==> src/rtl/serial_window_pkg.sv <==
// Shared definitions for serial_window_matcher.
//   state_t            : FSM encoding (IDLE / FILL / RUN)
//   DEF_WIDTH, DEF_CNT_W : default window width and match counter width
package serial_window_pkg;

  typedef enum logic [1:0] {
    ST_IDLE = 2'd0,  // no pattern loaded yet, serial bits are ignored
    ST_FILL = 2'd1,  // collecting the first WIDTH bits of a window
    ST_RUN  = 2'd2   // window full, every accepted bit is compared
  } state_t;

  localparam int DEF_WIDTH = 4;
  localparam int DEF_CNT_W = 8;

endpackage

==> src/rtl/eq_nbit.sv <==
// Bitwise equality comparator: eq is high when every bit of a equals the
// corresponding bit of b (per-bit XNOR followed by an AND-reduce).
// Ports:
//   a, b : WIDTH-bit operands
//   eq   : 1 when a == b
module eq_nbit #(
  parameter int WIDTH = 4
) (
  input  logic [WIDTH-1:0] a,
  input  logic [WIDTH-1:0] b,
  output logic             eq
);

  assign eq = &(a ~^ b);

endmodule

==> src/rtl/serial_window_matcher.sv <==
// Serial pattern detector. Shifts a 1-bit stream into a WIDTH-bit window
// (newest bit in bit 0) and compares the window with a loaded pattern on
// every accepted bit, producing a registered one-cycle match pulse and a
// saturating match counter.
// Ports:
//   clk, rst            : clock, synchronous active-high reset
//   load_pat, pat_in    : load a new pattern (restarts the window fill)
//   clr_count           : clear match_count (wins over a same-cycle match)
//   bit_valid, bit_in   : serial input, oldest bit first
//   window, window_full : current window and "WIDTH bits collected" flag
//   match, match_count  : match pulse and saturating count
//   pat_loaded          : a pattern has been loaded since reset
// Build option: define SERIAL_WINDOW_NONOVERLAP_EN to restart the window
// fill after every match (non-overlapping detection).
module serial_window_matcher
  import serial_window_pkg::*;
#(
  parameter int WIDTH = DEF_WIDTH,
  parameter int CNT_W = DEF_CNT_W
) (
  input  logic             clk,
  input  logic             rst,
  input  logic             load_pat,
  input  logic [WIDTH-1:0] pat_in,
  input  logic             clr_count,
  input  logic             bit_valid,
  input  logic             bit_in,
  output logic [WIDTH-1:0] window,
  output logic             window_full,
  output logic             match,
  output logic [CNT_W-1:0] match_count,
  output logic             pat_loaded
);

  localparam int            FW        = $clog2(WIDTH);
  localparam logic [FW-1:0] FILL_LAST = FW'(WIDTH - 1);

  state_t           state, state_nxt;
  logic [WIDTH-1:0] pattern;
  logic [WIDTH-1:0] window_shift, window_nxt;
  logic [FW-1:0]    fill_cnt, fill_nxt;
  logic             completes;
  logic             eq;
  logic             match_nxt;

  assign window_shift = {window[WIDTH-2:0], bit_in};

  // Compare the window as it will look after this bit, so the match pulse
  // lands exactly one cycle after the completing bit.
  eq_nbit #(.WIDTH(WIDTH)) u_eq (
    .a  (window_shift),
    .b  (pattern),
    .eq (eq)
  );

  // NOTE: every variable gets a default before any branch, so no path leaves
  // one unassigned and no latch is inferred.
  always_comb begin
    state_nxt  = state;
    window_nxt = window;
    fill_nxt   = fill_cnt;
    completes  = 1'b0;
    match_nxt  = 1'b0;

    if (load_pat) begin
      // A load restarts the fill and drops any bit presented alongside it.
      state_nxt  = ST_FILL;
      window_nxt = '0;
      fill_nxt   = '0;
    end else if (bit_valid && (state != ST_IDLE)) begin
      window_nxt = window_shift;
      case (state)
        ST_FILL: begin
          if (fill_cnt == FILL_LAST) begin
            state_nxt = ST_RUN;
            completes = 1'b1;
          end else begin
            fill_nxt = fill_cnt + FW'(1);
          end
        end
        ST_RUN:  completes = 1'b1;
        default: ;
      endcase
      match_nxt = completes && eq;
`ifdef SERIAL_WINDOW_NONOVERLAP_EN
      if (match_nxt) begin
        state_nxt  = ST_FILL;
        window_nxt = '0;
        fill_nxt   = '0;
      end
`endif
    end
  end

  // NOTE: sequential state uses non-blocking assignments so every register
  // samples the pre-edge values of the others.
  always_ff @(posedge clk) begin
    if (rst) begin
      state       <= ST_IDLE;
      pattern     <= '0;
      window      <= '0;
      fill_cnt    <= '0;
      match       <= 1'b0;
      match_count <= '0;
      pat_loaded  <= 1'b0;
    end else begin
      state    <= state_nxt;
      window   <= window_nxt;
      fill_cnt <= fill_nxt;
      match    <= match_nxt;
      if (load_pat) begin
        pattern    <= pat_in;
        pat_loaded <= 1'b1;
      end
      if (clr_count) begin
        match_count <= '0;
      end else if (match_nxt && (match_count != '1)) begin
        match_count <= match_count + CNT_W'(1);
      end
    end
  end

  assign window_full = (state == ST_RUN);

endmodule

==> config.mk <==
export PLATFORM = sky130hd
export DESIGN_NAME = serial_window_matcher
export DESIGN_NICKNAME = d
export VERILOG_FILES = /design/src/rtl/serial_window_pkg.sv /design/src/rtl/eq_nbit.sv /design/src/rtl/serial_window_matcher.sv
export SDC_FILE = /design/constraint.sdc
export NUM_CORES = 1
export LEC_CHECK = 0
export BUFFER_PORTS_ARGS = -buffer_cell sky130_fd_sc_hd__buf_2
export CORE_UTILIZATION = 55
export CTS_BUF_LIST = sky130_fd_sc_hd__clkbuf_8
export DETAILED_ROUTE_END_ITERATION = 8
export PLACE_DENSITY = 0.81
export SLEW_MARGIN = 20
export SYNTH_ARGS = -nofsm -noshare
export SYNTH_HDL_FRONTEND = slang
export SYNTH_SLANG_ARGS = --single-unit
==> constraint.sdc <==
create_clock -name clk -period 2.6 [get_ports clk]
set_input_delay 0.13 -clock clk [delete_from_list [all_inputs] [get_ports clk]]
set_output_delay 0.13 -clock clk [all_outputs]
set_load 0.05 [all_outputs]
## Word level (Yosys, flattened, before mapping)

Cells that the tools add are included.
W data, S select, Z words.

- Register bits: 22
- Output and inout bits: 15

- $add $sub $neg: 2
- Bitwise gates (word level): 2
- Eq/ne operators: 4
- Reduce and logical (&&, ||, !) cells: 13
- Multiplexer cells: 10

Operators with widths:

| operator | number |
|---|---|
| $mux W1 | 9 |
| $reduce_and A3 Y1 | 3 |
| $add A8 B1 Y8 const B | 1 |
| $ne A8 B8 Y1 const B | 1 |
| $reduce_bool A2 Y1 | 4 |
| $eq A2 B2 Y1 const B | 2 |
| $reduce_and A4 Y1 | 1 |
| $reduce_or A2 Y1 | 2 |
| $xnor A4 B4 Y4 | 1 |
| $logic_and A1 B1 Y1 | 3 |
| $add A2 B1 Y2 const B | 1 |
| $eq A2 B1 Y1 const B | 1 |
| $pmux W1 S2 | 1 |
| $not A1 Y1 | 1 |

## Longest topological paths before layout

- Depth in word-level cells: 9
- Gate-level depth with buffers: 8

## By module

A second synthesis with hierarchy kept.

- Cells, all modules: 118
- Area, all modules: 1042.2 µm²

Modules (own cells, without submodules):

| module | sequential area each (µm²) | cells each | instances | area an instance (µm²) |
|---|---|---|---|---|
| serial_window_matcher | 440.4 | 113 | 1 | 994.7 |
| eq_nbit | 0.0 | 5 | 1 | 47.5 |

## Worst setup path after synthesis

Ideal clock, no wire load.

- Path type: register to register
- From: register state[0]
- To: register match_count[6]
- Cell stages (with the launch flop): 8
- Data arrival time: 2.160 ns
- Library setup time: 0.103 ns
- Data required time: 2.497 ns
- Slack: 0.336 ns
- Cells stage by stage: dfxtp_1 > inv_1 > ha_1 > a21oi_1 > or4_4 > nor4_4 > nor2_1 > a2111oi_2

- Cells in the longest elaborated chain, start to end: 8
- Elaborated cells between the ends (all ways): 11

Ends and longest elaborated chain:

| element | line | RTL |
|---|---|---|
| from (decl) | serial_window_matcher.sv:38 | `state_t state, state_nxt;` |
| from (signal assigned) | serial_window_matcher.sv:107 | `state <= state_nxt;` |
| $eq A2 B2 Y1 | - |  |
| net window_full | serial_window_matcher.sv:29 | `output logic window_full,` |
| $pmux W1 S2 | serial_window_matcher.sv:72 | `case (state)` |
| $mux W1 | serial_window_matcher.sv:70 | `end else if (bit_valid && (state != ST_IDLE)) begin` |
| $mux W1 | serial_window_matcher.sv:65 | `if (load_pat) begin` |
| $logic_and A1 B1 Y1 | serial_window_matcher.sv:84 | `match_nxt = completes && eq;` |
| $mux W1 | serial_window_matcher.sv:70 |  |
| $mux W1 | serial_window_matcher.sv:65 |  |
| $logic_and A1 B1 Y1 | serial_window_matcher.sv:117 | `end else if (match_nxt && (match_count != '1)) begin` |
| to (signal assigned) | serial_window_matcher.sv:118 | `match_count <= match_count + CNT_W'(1);` |
| to (decl) | serial_window_matcher.sv:31 | `output logic [CNT_W-1:0] match_count,` |

The timed path passes the listed nets, and every way through them passes these cells. The select of a mux whose other input is x is not followed.
A chain may end at the register's enable or synchronous reset.

## Worst setup path after layout

- From: register fill_cnt[0]
- To: register match_count[6]

- Cells in the longest elaborated chain, start to end: 9

Ends and longest elaborated chain:

| element | line | RTL |
|---|---|---|
| from (decl) | serial_window_matcher.sv:41 | `logic [FW-1:0] fill_cnt, fill_nxt;` |
| from (signal assigned) | serial_window_matcher.sv:109 | `fill_cnt <= fill_nxt;` |
| $eq A2 B2 Y1 | serial_window_matcher.sv:74 | `if (fill_cnt == FILL_LAST) begin` |
| $mux W1 | serial_window_matcher.sv:74 |  |
| $pmux W1 S2 | serial_window_matcher.sv:72 |  |
| $mux W1 | serial_window_matcher.sv:70 |  |
| $mux W1 | serial_window_matcher.sv:65 |  |
| $logic_and A1 B1 Y1 | serial_window_matcher.sv:84 |  |
| $mux W1 | serial_window_matcher.sv:70 |  |
| $mux W1 | serial_window_matcher.sv:65 |  |
| $logic_and A1 B1 Y1 | serial_window_matcher.sv:117 |  |

No other way between the ends. The select of a mux whose other input is x is not followed.

==> results.sh <==
export IMPL_dp_hpwl_mm=1.50
export IMPL_startpoint="fill_cnt[0]"
export IMPL_rows=15
export IMPL_max_clock_freq_mhz=486
export IMPL_drive_gt1_share_pct=26.3
export IMPL_synthToLayoutAreaGrowth_pct=15.1
export IMPL_yosysWarnings=0
export IMPL_critical_path_class="reg2reg"
export IMPL_placed_area_sq_mm=0.00119
export IMPL_yosysTopAreaCell="dfxtp_1"
export IMPL_antenna_found_initial=0
export IMPL_fp_dieH_microns=46.7
export IMPL_synth_top_cell_area_share_pct=40.0
export IMPL_dpl_worst_slack_ns=0.548
export IMPL_netlist_instances=114
export IMPL_ys_seq_area_share_pct=40.0
export IMPL_stdcell_area_sq_mm=0.00127
export IMPL_grt_max_degree=18
export IMPL_ys_top_cells_by_area="dfxtp_1 40%, mux2i_1 10%, ha_1 6.8%"
export IMPL_synth_seq_cells=22
export IMPL_status="finished clean"
export IMPL_track_usage_pct=22.1
export IMPL_worst_slack_ns=0.544
export IMPL_io_buffers=24
export IMPL_clock_sinks=22
export IMPL_tritoncts="built"
export IMPL_coreArea_sq_mm=0.00180
export IMPL_rsz0062_at_grt="no"
export IMPL_relSlewSlack_pct=76.0
export IMPL_cts_made_buffers=3
export IMPL_setup_tns_ns=0
export IMPL_seq_area_sq_um=440
export IMPL_worstSetupEndpointType="flip-flop"
export IMPL_drt_pass1_iter_count=4
export IMPL_wl_met2_mm=1.01
export IMPL_hold_viol_final=0
export IMPL_cts_resized=0
export IMPL_top_layer_used="met4"
export IMPL_antennaDiodeCount=0
export IMPL_met3_length_microns=94
export IMPL_tightest_slew_ns=0.356
export IMPL_cts_reportedPaths_clkPinSlew_ns=0.08
export IMPL_slew_violations=0
export IMPL_synth_nets=130
export IMPL_nNetsFinal=154
export IMPL_hp_start="pat_in[1]"
export IMPL_ir_drop_v=0.000417
export IMPL_clock_path_buffers=2
export IMPL_drt_total_wl_mm=2.11
export IMPL_htree_levels=1
export IMPL_power_leakage_nw=0.561
export IMPL_wirelength_met1_microns=984
export IMPL_wl_per_cell_microns=13.0
export IMPL_critPathMaxFanout=5
export IMPL_hp_class="in2reg"
export IMPL_cp_start_kind="flip-flop"
export IMPL_cap_violations=0
export IMPL_io_pins=25
export IMPL_drtIter0Drc=16
export IMPL_vias_per_cell=5.51
export IMPL_rr_startpoint="fill_cnt[0]"
export IMPL_setup_violations_final=0
export IMPL_grt_pass1_vias=792
export IMPL_gp_congestion=0.807
export IMPL_final_setup_skew_ns=0.00512
export IMPL_root_buffer="clkbuf_8"
export IMPL_cp_required_ns=2.76
export IMPL_overflow=0
export IMPL_cts_setup_buffers=0
export IMPL_fillers=152
export IMPL_start_util_pct=61.0
export IMPL_fin_crit_sh_pct=79.1
export IMPL_powerDensity_mw_per_mm2=564
export IMPL_crit_arrival_ns=2.22
export IMPL_vias=892
export IMPL_syn_area_sq_mm=0.00110
export IMPL_min_period_ns=2.06
export IMPL_clock_latency_ns=0.26
export IMPL_avgSynthCellArea_sq_um=9.65
export IMPL_drc=0
export IMPL_die_w_microns=46.7
export IMPL_multiInputGateArea_sq_um=588
export IMPL_ctsHoldBuffers=0
export IMPL_antenna_left=0
export IMPL_dieArea_sq_mm=0.00218
export IMPL_ys_types=33
export IMPL_grt_pass1_wl_mm=3.38
power breakdown:
group	internal [mW]	total, mW	switching (mW)
clock	0.206	0.318	0.113
combinational	0.0197	0.0489	0.0292
sequential	0.343	0.348	0.00446
synthesized netlist by cell type:
cell type	number
nand2_1	7
buf_1	1
or2_2	1
a31oi_1	1
o21ai_0	1
buf_6	1
or3_1	2
xor2_1	3
buf_12	1
nor4_1	1
nor3_1	6
dfxtp_1	22
a2111oi_2	1
and2b_1	1
xnor2_1	4
a21oi_1	5
clkbuf_1	1
nor4_4	1
nor3_4	1
clkbuf_8	1
clkdlybuf4s50_2	1
o211ai_1	1
nand4_1	3
a31o_2	2
ha_1	6
nand4b_1	1
inv_1	2
nand3_1	4
nor2b_1	1
or4_4	1
nor2_1	18
mux2i_1	11
nand2b_1	1
worst max-delay path, cell delays in order, from the launching register on:
cell and delay [ns]:
dfxtp_1 0.36, ha_1 0.24, a21oi_1 0.10, or4_4 0.54, nor4_4 0.32, nor2_1 0.09, a2111oi_2 0.31
sequential cells by signal, summed over array words and instances, names as in the netlist:
name / cells
pat_loaded: 1
match_count: 8
state: 2
pattern: 4
match: 1
fill_cnt: 2
window: 4
final timing paths:
path,to,slack (ns),cells past startpoint
min reg2reg,pat_loaded,0.47,2
min,pattern[1],0.1,3
max,match_count[6],0.54,6
max reg2reg,match_count[6],0.54,6
through the flow:
| stage | std cells | utilization, % | power (mW) | hold slack (ns) |
|---|---|---|---|---|
| CTS | 162 | 70.3 | 0.722 | 0.0944 |
| global placement | 158 | 66.3 | 0.403 | 0.364 |
| finish | 162 | 70.3 | 0.715 | 0.0985 |
| detailed placement | 158 | 66.3 | 0.404 | 0.375 |
| floorplan | 114 | - | 0.397 | 0.277 |
| global route | 162 | 70.3 | 0.735 | 0.102 |
final cells by class:
class	count	area share, %
multi-input combinational	84	46.4
sequential	22	34.8
timing repair buffer	25	10.1
clock buffer	3	3.26
tap	25	2.47
clock inverter	1	2.37
inverter	2	0.593
cells by family (layout without fill, tap and decap cells):
kind of cell,after synthesis,after routing,share of synthesized area [%]
compound gates,11,11,6.94
simple gates,49,49,24.1
xor+xnor,7,7,5.57
mux,11,11,10.0
buf+inv,8,31,6.48
flops,22,22,40.0
fa+ha+maj,6,6,6.83
cells in the final DEF, fill, tap and decap left out, types with 2 or more instances in the layout:
master    synthesis  final
a31o_2            2      2
xnor2_1           4      4
dfxtp_1          22     22
ha_1              6      6
nand4_1           3      3
buf_2             0     24
a21oi_1           5      5
nor3_1            6      6
clkbuf_8          1      3
nand2_1           7      7
mux2i_1          11     11
or3_1             2      2
nand3_1           4      4
xor2_1            3      3
nor2_1           18     18
inv_1             2      2
per-layer routing:
| layer | global-route usage [%] | up-vias |
|---|---|---|
| met1 | 27.3 | 413 |
| met3 | 3.92 | 4 |
| met4 | 11.4 | 0 |
| met2 | 36.4 | 33 |
| li1 | - | 442 |
| met5 | 0 | - |
Note: power is estimated with default switching activity, not from simulation.
